File: config.mk
export PLATFORM = sky130hd
export DESIGN_NAME = cosim_send_arbiter
export DESIGN_NICKNAME = d
export VERILOG_FILES = /design/src/rtl/cosim_send_arbiter.sv
export SDC_FILE = /design/constraint.sdc
export NUM_CORES = 1
export LEC_CHECK = 0
export CORE_AREA = 2 2 376 378
export DETAILED_ROUTE_END_ITERATION = 8
export DIE_AREA = 0 0 378 380
export PLACE_DENSITY = 0.33
export SYNTH_ARGS = -nofsm -noshare
export SYNTH_HDL_FRONTEND = slang
export SYNTH_SLANG_ARGS = --single-unit
File: constraint.sdc
create_clock -name clk -period 6.95 [get_ports clk]
set_input_delay 1.7375 -clock clk [delete_from_list [all_inputs] [get_ports clk]]
set_output_delay 1.7375 -clock clk [all_outputs]
set_load 0.05 [all_outputs]
File: src/rtl/cosim_send_arbiter.sv
// Round-robin arbiter that shares one cosim endpoint send channel among NUM_CLIENTS producers.
// Optional macro COSIM_ARB_SRC_TAG_EN adds DataInSrc, the index of the client whose message is on DataIn.
module cosim_send_arbiter #(
    parameter int NUM_CLIENTS = 4,
    parameter int MSG_BITS    = 192
) (
    input  logic                            clk,
    input  logic                            rst,
    input  logic [NUM_CLIENTS-1:0]          ReqValid,
    output logic [NUM_CLIENTS-1:0]          ReqReady,
    input  logic [NUM_CLIENTS*MSG_BITS-1:0] ReqData,
    output logic                            DataInValid,
    input  logic                            DataInReady,
    output logic [MSG_BITS-1:0]             DataIn
`ifdef COSIM_ARB_SRC_TAG_EN
    ,
    output logic [$clog2(NUM_CLIENTS)-1:0]  DataInSrc
`endif
);

    localparam int IDX_W = $clog2(NUM_CLIENTS);

    logic                r_out_full;
    logic [MSG_BITS-1:0] r_out_data;
    logic [IDX_W-1:0]    r_last_grant;

    logic                w_found;
    logic [IDX_W-1:0]    w_winner;
    logic                w_load_ok;
    logic                w_load;
    logic [MSG_BITS-1:0] w_sel_data;

    // Search starts one past the last grant; the wrap is explicit so that a
    // non-power-of-two client count never produces an out-of-range index.
    always_comb begin
        logic [IDX_W:0]   w_sum;
        logic [IDX_W-1:0] w_idx;
        w_found  = 1'b0;
        w_winner = '0;
        w_sum    = '0;
        w_idx    = '0;
        for (int k = 1; k <= NUM_CLIENTS; k++) begin
            w_sum = {1'b0, r_last_grant} + (IDX_W+1)'(k);
            if (w_sum >= (IDX_W+1)'(NUM_CLIENTS))
                w_sum = w_sum - (IDX_W+1)'(NUM_CLIENTS);
            w_idx = w_sum[IDX_W-1:0];
            if (!w_found && ReqValid[w_idx]) begin
                w_found  = 1'b1;
                w_winner = w_idx;
            end
        end
    end

    assign w_load_ok  = !r_out_full || DataInReady;
    assign w_load     = w_load_ok && w_found && !rst;
    assign w_sel_data = ReqData[int'(w_winner)*MSG_BITS +: MSG_BITS];

    always_comb begin
        ReqReady = '0;
        if (w_load)
            ReqReady[w_winner] = 1'b1;
    end

    always_ff @(posedge clk or posedge rst) begin
        if (rst) begin
            r_out_full   <= 1'b0;
            r_out_data   <= '0;
            r_last_grant <= IDX_W'(NUM_CLIENTS-1);
        end else if (w_load) begin
            r_out_full   <= 1'b1;
            r_out_data   <= w_sel_data;
            r_last_grant <= w_winner;
        end else if (DataInReady && r_out_full) begin
            r_out_full <= 1'b0;
        end
    end

`ifdef COSIM_ARB_SRC_TAG_EN
    logic [IDX_W-1:0] r_out_src;

    always_ff @(posedge clk or posedge rst) begin
        if (rst)
            r_out_src <= '0;
        else if (w_load)
            r_out_src <= w_winner;
    end

    assign DataInSrc = r_out_src;
`endif

    assign DataInValid = r_out_full;
    assign DataIn      = r_out_data;

endmodule

* Word-level counts from Yosys, hierarchy flattened
Cells that the tools add are included.
Storage, ports and cells: input port bits 775, bits in registers 195, output and inout port bits 197
Cells by class: reduce and logical (&&, ||, !) cells 14, mux-type cells 25, multiply operators 1, add/sub/neg operators 8, shifts and indexed selects 1, $lt $le $gt $ge 10
Operators with widths (count):
- variable part select 768 x 11 -> 192 bit | 1
- two-way mux 2 bit | 8
- < comparator 2 x 3 -> 1 bit (second input constant) | 5
- >= comparator 3 bit (second input constant) | 4
- two-way mux 1 bit | 11
- binary-select mux 1 bit (select 2 bit) | 4
- subtractor 2 x 1 -> 2 bit (second input constant) | 4
- logical AND 1 bit | 7
- adder 2 x 2 -> 3 bit (second input constant) | 2
- logical NOT 1 bit | 5
- multiplier 2 x 2 -> 4 bit (second input constant) | 1
- two-way mux 4 bit | 1
- adder 2 x 1 -> 3 bit (second input constant) | 1
- adder 2 x 3 -> 3 bit (second input constant) | 1
- demux 1 bit (select 2 bit) | 1
- >= comparator 2 x 1 -> 1 bit (second input constant) | 1
- nonzero test 2 bit | 1
- logical OR 1 bit | 1

* Longest topological paths before layout
Gate-level depths: netlist (run 1).
depth after elaboration 20, depth in mapped cells 9, mapped depth without buffers 5

* Worst setup path before layout (run 1)
OpenSTA, ideal clock, no wires.
path type input-to-output, start input ReqValid[1], end output ReqReady[3], data arrival time 3849 ps, required time 5213 ps, path buffers 4, setup slack 1364 ps, stages on the path 8, cells stage by stage buf_4 -> nor2b_2 -> a21oi_1 -> o221a_1 -> buf_4 -> buf_6 -> buf_2 -> nor3_1
On the way: cells in the longest elaborated chain, start to end 17
RTL lines:
- start: declaration | line 9 | input logic [NUM_CLIENTS-1:0] ReqValid,
- binary-select mux 1 bit (select 2 bit) | line 47 | if (!w_found && ReqValid[w_idx]) begin
- two-way mux 1 bit (implied by the code) | line 47
- two-way mux 1 bit | line 47
- logical NOT 1 bit | line 47
- logical AND 1 bit | line 47
- two-way mux 1 bit | line 47
- logical NOT 1 bit | line 47
- logical AND 1 bit | line 47
- two-way mux 1 bit | line 47
- logical NOT 1 bit | line 47
- logical AND 1 bit | line 47
- two-way mux 2 bit | line 47
- < comparator 2 x 3 -> 1 bit (implied by the code) / >= comparator 2 x 1 -> 1 bit (equally long branches) | line 61 | ReqReady[w_winner] = 1'b1;
- logical AND 1 bit (implied by the code) | line 61
- two-way mux 1 bit (implied by the code) | line 61
- demux 1 bit (select 2 bit) | line 61
- two-way mux 4 bit * | line 60 | if (w_load)
- end: declaration | line 10 | output logic [NUM_CLIENTS-1:0] ReqReady,
Every way passes the cells marked *; elsewhere a longest branch is shown, timed or not. The select of a mux whose other input is x is not followed.

* Final worst setup path (run 1)
start input ReqValid[1], end output ReqReady[2]
Same word-level chain as after synthesis.

==> results.py, run 1 <==
metrics = {
    "status": {
        "status": "complete, no violations",
    },
    "worst_setup_path": {
        "endpoint_kind": "primary output",
        "worst-setup-path-type": "in2out",
        "cpMaxStageDelayCell": "clkdlybuf4s50_1",
        "crit_fanout": 44,
        "path_delay_family": "buffers and inverters",
        "worstPathRequired_ns": 5.21,
        "worst-path-buf-inv": 2,
        "path_cells": "clkdlybuf4s50_1 > nor2b_2 > a21oi_1 > o221a_4 > and3_1 > buf_12",
        "cp-start-kind": "primary input",
        "slowest_delay_ns": 0.61,
        "r2r_slack_ns": 3.76,
        "arrival_ns": 3.95,
    },
    "yosys": {
        "synth_ff_type": "dfrtp_1",
        "ys_ff_latch": 195,
        "synth_seq_area_share_pct": 39.28,
        "postSynthCellCount": 1372,
        "syn-cell-area_um2": 12430,
        "synth-edff-count": 0,
        "yosysWarnings": 0,
        "async_flop_share_pct": 100.0,
        "ys_types": 39,
        "syn_nets": 2147,
        "syn_avg_cell_area_um2": 9.058,
    },
    "cells_and_area": {
        "area_growth_pct": 96.84,
        "drive_gt1_share_pct": 4.982,
        "fin_nets": 2990,
        "fin_cells": 4112,
    },
    "route": {
        "vias": 15378,
        "wl_um": 102200,
        "route.detailed.drc": 0,
        "via_per_inst": 3.740,
        "drtIter0Drc": 820,
        "drt_first_pass_iters": 5,
        "antenna_left": 0,
        "wl_per_cell_um": 24.85,
    },
    "global_routing": {
        "grt_pass1_vias": 16289,
        "grt_first_pass_wirelength_um": 138600,
        "antenna_found_initial": 19,
        "grt_use_total_pct": 13.79,
        "grt_overflow_total": 0,
        "grt_max_degree": 179,
    },
    "timing": {
        "rsz0062_at_grt": "false",
        "tightestPinTransition_ns": 1.106,
        "final-setup-viol-count": 0,
        "slew-limit-headroom_pct": 26.26,
        "timing.fmax_mhz": 175.9,
        "final.setup.tns_ns": 0,
        "timing.final.crit_share_pct": 81.82,
        "post-route-min-period_ns": 5.687,
        "clock_skew_ns": 0.02751,
        "drv_slew": 0,
        "fin_ws_ns": 1.263,
        "hold_viol": 0,
    },
    "clocking": {
        "h-tree-depth": 4,
        "clock_latency_ns": 0.53,
        "clk_pin_slew_ns": 0.08,
        "hold_buffers": 0,
        "cts-root-buf": "clkbuf_16",
        "cts_tree": "yes",
        "cts_resized": 0,
        "cts.sinks": 195,
        "clockBufferDepth": 2,
        "post-cts-setup-buffer-count": 0,
        "cts_buffers": 17,
    },
    "placement": {
        "pre_cts_ws_ns": 1.239,
        "dp_cells": 4072,
        "io_buffers": 971,
        "hpwl_um": 77920,
        "place_congestion": 0.8274,
    },
    "power": {
        "pwr-share-comb_pct": 58.6,
        "power_leakage_uw": 0.008141,
        "peakVddDrop_mv": 0.1198,
        "p_sw_share_pct": 50.32,
        "power_switching_uw": 3425,
        "pwr-share-seq_pct": 24.8,
        "p_int_uw": 3381,
        "power.density_nw_per_um2": 278.2,
        "clkPwrFrac_pct": 16.6,
    },
    "die": {
        "rows": 137,
        "num_io_pins": 972,
        "core_um2": 139200,
        "die_w_um": 378,
        "die_h_um": 380,
        "initial_core_util_pct": 8.929,
        "dieArea_um2": 143600,
    },
    "job": {
        "max_cap_violations": 0,
    },
    "min_path": {
        "hold_class": "reg2reg",
    },
}
==> routing by layer <==
metal	GRT usage (%)	up-vias	routed length, um
li1	-	7044	-
met1	16.72	7731	42590
met2	24.14	542	51880
met3	3.562	55	6300
met4	3.158	6	1350
met5	0	-	38
==> placed cells by master (no fill, tap or decap), drive strengths merged, types with 3 or more instances in the layout <==
cell type,n
a21oi,3
a221oi,192
a31oi,193
and2,3
buf,30
clkbuf,17
clkdlybuf4s50,967
clkinv,6
dfrtp,193
diode,8
inv,9
nand2,8
nand3,193
nand3b,193
nor2,195
o21ai,6
==> Yosys cell counts, drive strengths merged (2+ instances only) <==
master | instances | area, um2
nor2 | 195 | 737.0
a31oi | 193 | 1222
dfrtp | 193 | 4830
nand3 | 193 | 970.9
nand3b | 193 | 1449
a221oi | 192 | 1869
buf | 106 | 789.5
clkbuf | 67 | 255.3
nand2 | 8 | 37.54
o21ai | 6 | 30.03
a21oi | 3 | 18.77
and2 | 3 | 18.77
inv | 3 | 11.26
dfstp | 2 | 52.55
o211a | 2 | 20.02
o211ai | 2 | 28.78
==> power by group through the flow <==
| stage | Clock, uW | Sequential, uW | Combinational, uW |
|---|---|---|---|
| after floorplan | 0 | 2790 | 1210 |
| after global placement | 0 | 1710 | 4070 |
| after detailed placement | 0 | 1710 | 4050 |
| after CTS | 1210 | 1690 | 4060 |
| after global routing | 1230 | 1730 | 4210 |
| final | 1130 | 1690 | 3990 |
==> registers in the layout, indices dropped and copies added, names as in the netlist <==
signal and count:
DataIn 192, DataInValid 1, r_last_grant 2
==> through the flow <==
stage	cell area [um2]	hold slack (ns)	power, uW	util, %
2_1_floorplan	12430	0.4839	4004	-
3_3_place_gp	23870	0.5279	5774	17.15
3_5_place_dp	23870	0.5370	5755	17.15
4_1_cts	24440	0.5489	6955	17.56
5_1_grt	24460	0.5746	7182	17.58
6_report	24460	0.5448	6806	17.58
==> layout make-up <==
type | instances | area [um2]
Tap cell | 1876 | 2347
Antenna cell | 8 | 20.02
Timing Repair Buffer | 997 | 10070
Clock inverter | 15 | 146.4
Fill cell | 15715 | 114700
Clock buffer | 17 | 425.4
Inverter | 3 | 15.01
Sequential cell | 195 | 4882
Multi-Input combinational cell | 1001 | 6560
==> logic make-up after synthesis <==
family,after synthesis,synth area share [%]
buffers and inverters,176,8.497
and+or+nand+nor,597,26.13
AOI/OAI and AO/OA,403,26.01
DFF,195,39.28
muxes,1,0.08054
==> tightest hold or removal path, cell delays in order, from the launching register on <==
cell and delay, ns:
dfstp_2 0.42, nand2_1 0.07, o21ai_1 0.06
==> worst paths after layout <==
kind	startpoint	endpoint	cells past startpoint
max reg2reg	r_last_grant[1]$_DFFE_PP1P_	DataIn[24]$_DFFE_PP0P_	6
max in group asynchronous	rst	DataIn[175]$_DFFE_PP0P_	3
min in group asynchronous	rst	DataIn[65]$_DFFE_PP0P_	3
min	r_last_grant[0]$_DFFE_PP1P_	r_last_grant[0]$_DFFE_PP1P_	2
max	ReqValid[1]	ReqReady[2]	6
min reg2reg	r_last_grant[0]$_DFFE_PP1P_	r_last_grant[0]$_DFFE_PP1P_	2
(Power assumes the default switching activity.)
==> inputs of run 2 (changes only) <==
- CORE_AREA: 2 2 376 378 -> 2 2 381 383
- DIE_AREA: 0 0 378 380 -> 0 0 383 385
- PLACE_DENSITY: 0.33 -> 0.31
- clock period: 6.95 -> 5.61 ns (I/O delays scaled with it)
==> run 2 against run 1 <==
First-iteration DRC count increased by 20%. Sequential share of layout area decreased by 0.22 points. Via count is 1.0% higher. Largest power group unchanged. Sequential cell count stayed put. Count of clock-buffer cells in the layout unchanged. Global-route usage increased by 0.053 points.
==> results.py, run 2 (same netlist as run 1, synthesis figures left out) <==
metrics = {
    "status": {
        "status": "complete, no violations",
    },
    "cells_and_area": {
        "largest_register_ffs": 192,
        "final_cell_mix": "967 x clkdlybuf4s50_1, 193 x dfrtp_1, 193 x nand3b_1, 193 x nor2_1",
        "fin_nets": 3004,
        "area_growth_pct": 99.00,
        "layout_commonest_cell": "clkdlybuf4s50_1",
        "utilization_pct": 17.28,
        "fin_cells": 4161,
        "n_fill_cell": 16079,
        "drive_gt1_share_pct": 5.620,
        "design_area_um2": 24730,
    },
    "clocking": {
        "hold_buffers": 0,
        "cts_tree": "yes",
        "cts_resized": 0,
        "cts.sinks": 195,
        "clk_pin_slew_ns": 0.08,
        "h-tree-depth": 4,
        "clock_latency_ns": 0.53,
        "post-cts-setup-buffer-count": 0,
        "cts_buffers": 17,
        "clockBufferDepth": 2,
        "cts-root-buf": "clkbuf_16",
    },
    "power": {
        "peakVddDrop_mv": 0.2166,
        "pwr-share-comb_pct": 58.3,
        "p_int_uw": 4311,
        "p_sw_share_pct": 49.88,
        "power.density_nw_per_um2": 347.8,
        "power_switching_uw": 4290,
        "clkPwrFrac_pct": 17.5,
        "power_leakage_uw": 0.008241,
        "pwr-share-seq_pct": 24.3,
    },
    "worst_setup_path": {
        "cpMaxStageDelayCell": "clkdlybuf4s50_1",
        "crit_fanout": 20,
        "worst-setup-path-type": "in2out",
        "timing.rr.start": "r_last_grant[1]$_DFFE_PP1P_",
        "worstSetupStartpoint": "ReqValid[1]",
        "slowest_delay_ns": 0.72,
        "path_delay_family": "buffers and inverters",
        "rr_worst_depth": 7,
        "worstPathRequired_ns": 4.21,
        "crit_end": "ReqReady[2]",
        "cp.depth": 6,
        "endpoint_kind": "primary output",
        "worst-path-buf-inv": 2,
        "cp-start-kind": "primary input",
        "r2r_slack_ns": 2.60,
        "arrival_ns": 3.58,
        "rr_endpoint": "DataIn[87]$_DFFE_PP0P_",
        "path_cells": "clkdlybuf4s50_1 > nor2_2 > a21oi_2 > and2_4 > and3_1 > buf_12",
    },
    "timing": {
        "tightestPinTransition_ns": 1.122,
        "timing.final.crit_share_pct": 88.88,
        "slew-limit-headroom_pct": 25.20,
        "fin_ws_ns": 0.6239,
        "post-route-min-period_ns": 4.986,
        "final.setup.tns_ns": 0,
        "timing.fmax_mhz": 200.6,
        "clock_skew_ns": 0.01128,
        "rsz0062_at_grt": "false",
        "drv_slew": 0,
        "hold_viol": 0,
        "final-setup-viol-count": 0,
    },
    "global_routing": {
        "grt_first_pass_wirelength_um": 140500,
        "grt_use_total_pct": 13.84,
        "grt_pass1_vias": 16090,
        "grt_max_degree": 192,
        "grt_overflow_total": 0,
        "antenna_found_initial": 28,
    },
    "die": {
        "core_um2": 143100,
        "die_h_um": 385,
        "die_w_um": 383,
        "initial_core_util_pct": 8.683,
        "dieArea_um2": 147500,
        "num_io_pins": 972,
        "rows": 139,
    },
    "route": {
        "vias": 15535,
        "via_per_inst": 3.733,
        "top_layer": "met5",
        "route.detailed.drc": 0,
        "m1WireLength_um": 44240,
        "wl_um": 106400,
        "drtIter0Drc": 984,
        "antenna_left": 0,
        "wl_per_cell_um": 25.58,
        "route.met2.wl_um": 53110,
        "drt_first_pass_iters": 5,
        "wl_met3_um": 7361,
    },
    "min_path": {
        "hold_class": "reg2reg",
    },
    "placement": {
        "placed_cell_area_um2": 24070,
        "dp_cells": 4113,
        "io_buffers": 971,
        "hpwl_um": 82710,
        "pre_cts_ws_ns": 0.6615,
        "place_congestion": 0.8121,
    },
    "job": {
        "max_cap_violations": 0,
    },
}
run 2: cell count changes in the layout (fill, tap and decap cells not counted), sizes merged:
cell	delta
inv	-3
clkinvlp	+4
bufinv	+2
clkinv	-3
buf	+14
diode	+8
run 2: stage by stage:
stage | total power (uW) | hold WS (ns)
4_1_cts | 8804 | 0.5550
6_report | 8602 | 0.5510
2_1_floorplan | 4960 | 0.4839
5_1_grt | 9081 | 0.5736
3_5_place_dp | 7203 | 0.5389
3_3_place_gp | 7228 | 0.5290
run 2: layer usage:
metal | up-vias | global-route usage (%)
li1 | 7096 | -
met1 | 7770 | 16.80
met2 | 597 | 23.39
met3 | 62 | 4.124
met4 | 10 | 4.251
met5 | - | 0
run 2: how the worst min path moves through the flow:
stage                                  end  slack [ns]  depth (start not counted)                         from
2_1_floorplan  r_last_grant[0]$_DFFE_PP1P_        0.48                          2  r_last_grant[0]$_DFFE_PP1P_
3_3_place_gp       DataIn[184]$_DFFE_PP0P_        0.53                          2      DataIn[184]$_DFFE_PP0P_
3_5_place_dp        DataIn[17]$_DFFE_PP0P_        0.54                          2       DataIn[17]$_DFFE_PP0P_
4_1_cts             DataIn[99]$_DFFE_PP0P_        0.55                          2       DataIn[99]$_DFFE_PP0P_
5_1_grt             DataIn[82]$_DFFE_PP0P_        0.57                          2       DataIn[82]$_DFFE_PP0P_
6_report            DataIn[99]$_DFFE_PP0P_        0.55                          2       DataIn[99]$_DFFE_PP0P_
run 2: power by group through the flow:
stage	sequential [uW]	clock (uW)	combinational (uW)
4_1_cts	2090	1610	5100
5_1_grt	2140	1640	5300
6_report	2090	1500	5010
3_3_place_gp	2110	0	5120
2_1_floorplan	3460	0	1500
3_5_place_dp	2110	0	5090
run 2: worst register-to-register path: stages (launching register included):
cell	delay (ns)
dfstp_2	0.70
nand2_1	0.08
a21oi_1	0.19
o221a_4	0.31
buf_4	0.30
buf_12	0.50
nand3_1	0.64
a31oi_1	0.22
run 2: final cells by class:
| cell class | instances | area, um2 | area share (%) |
|---|---|---|---|
| tap | 1903 | 2381 | 9.627 |
| multi-input combinational | 1001 | 6566 | 26.55 |
| sequential | 195 | 4882 | 19.74 |
| clock buffer | 17 | 425.4 | 1.720 |
| clock inverter | 15 | 200.2 | 0.8094 |
| inverter | 3 | 15.01 | 0.06071 |
| timing repair buffer | 1011 | 10220 | 41.33 |
| antenna | 16 | 40.04 | 0.1619 |
==> inputs of run 3 (changes only) <==
- CAP_MARGIN: not set -> 20
==> results of run 3 <==
Same layout as run 2: the final DEF is identical, and so are final timing and power.
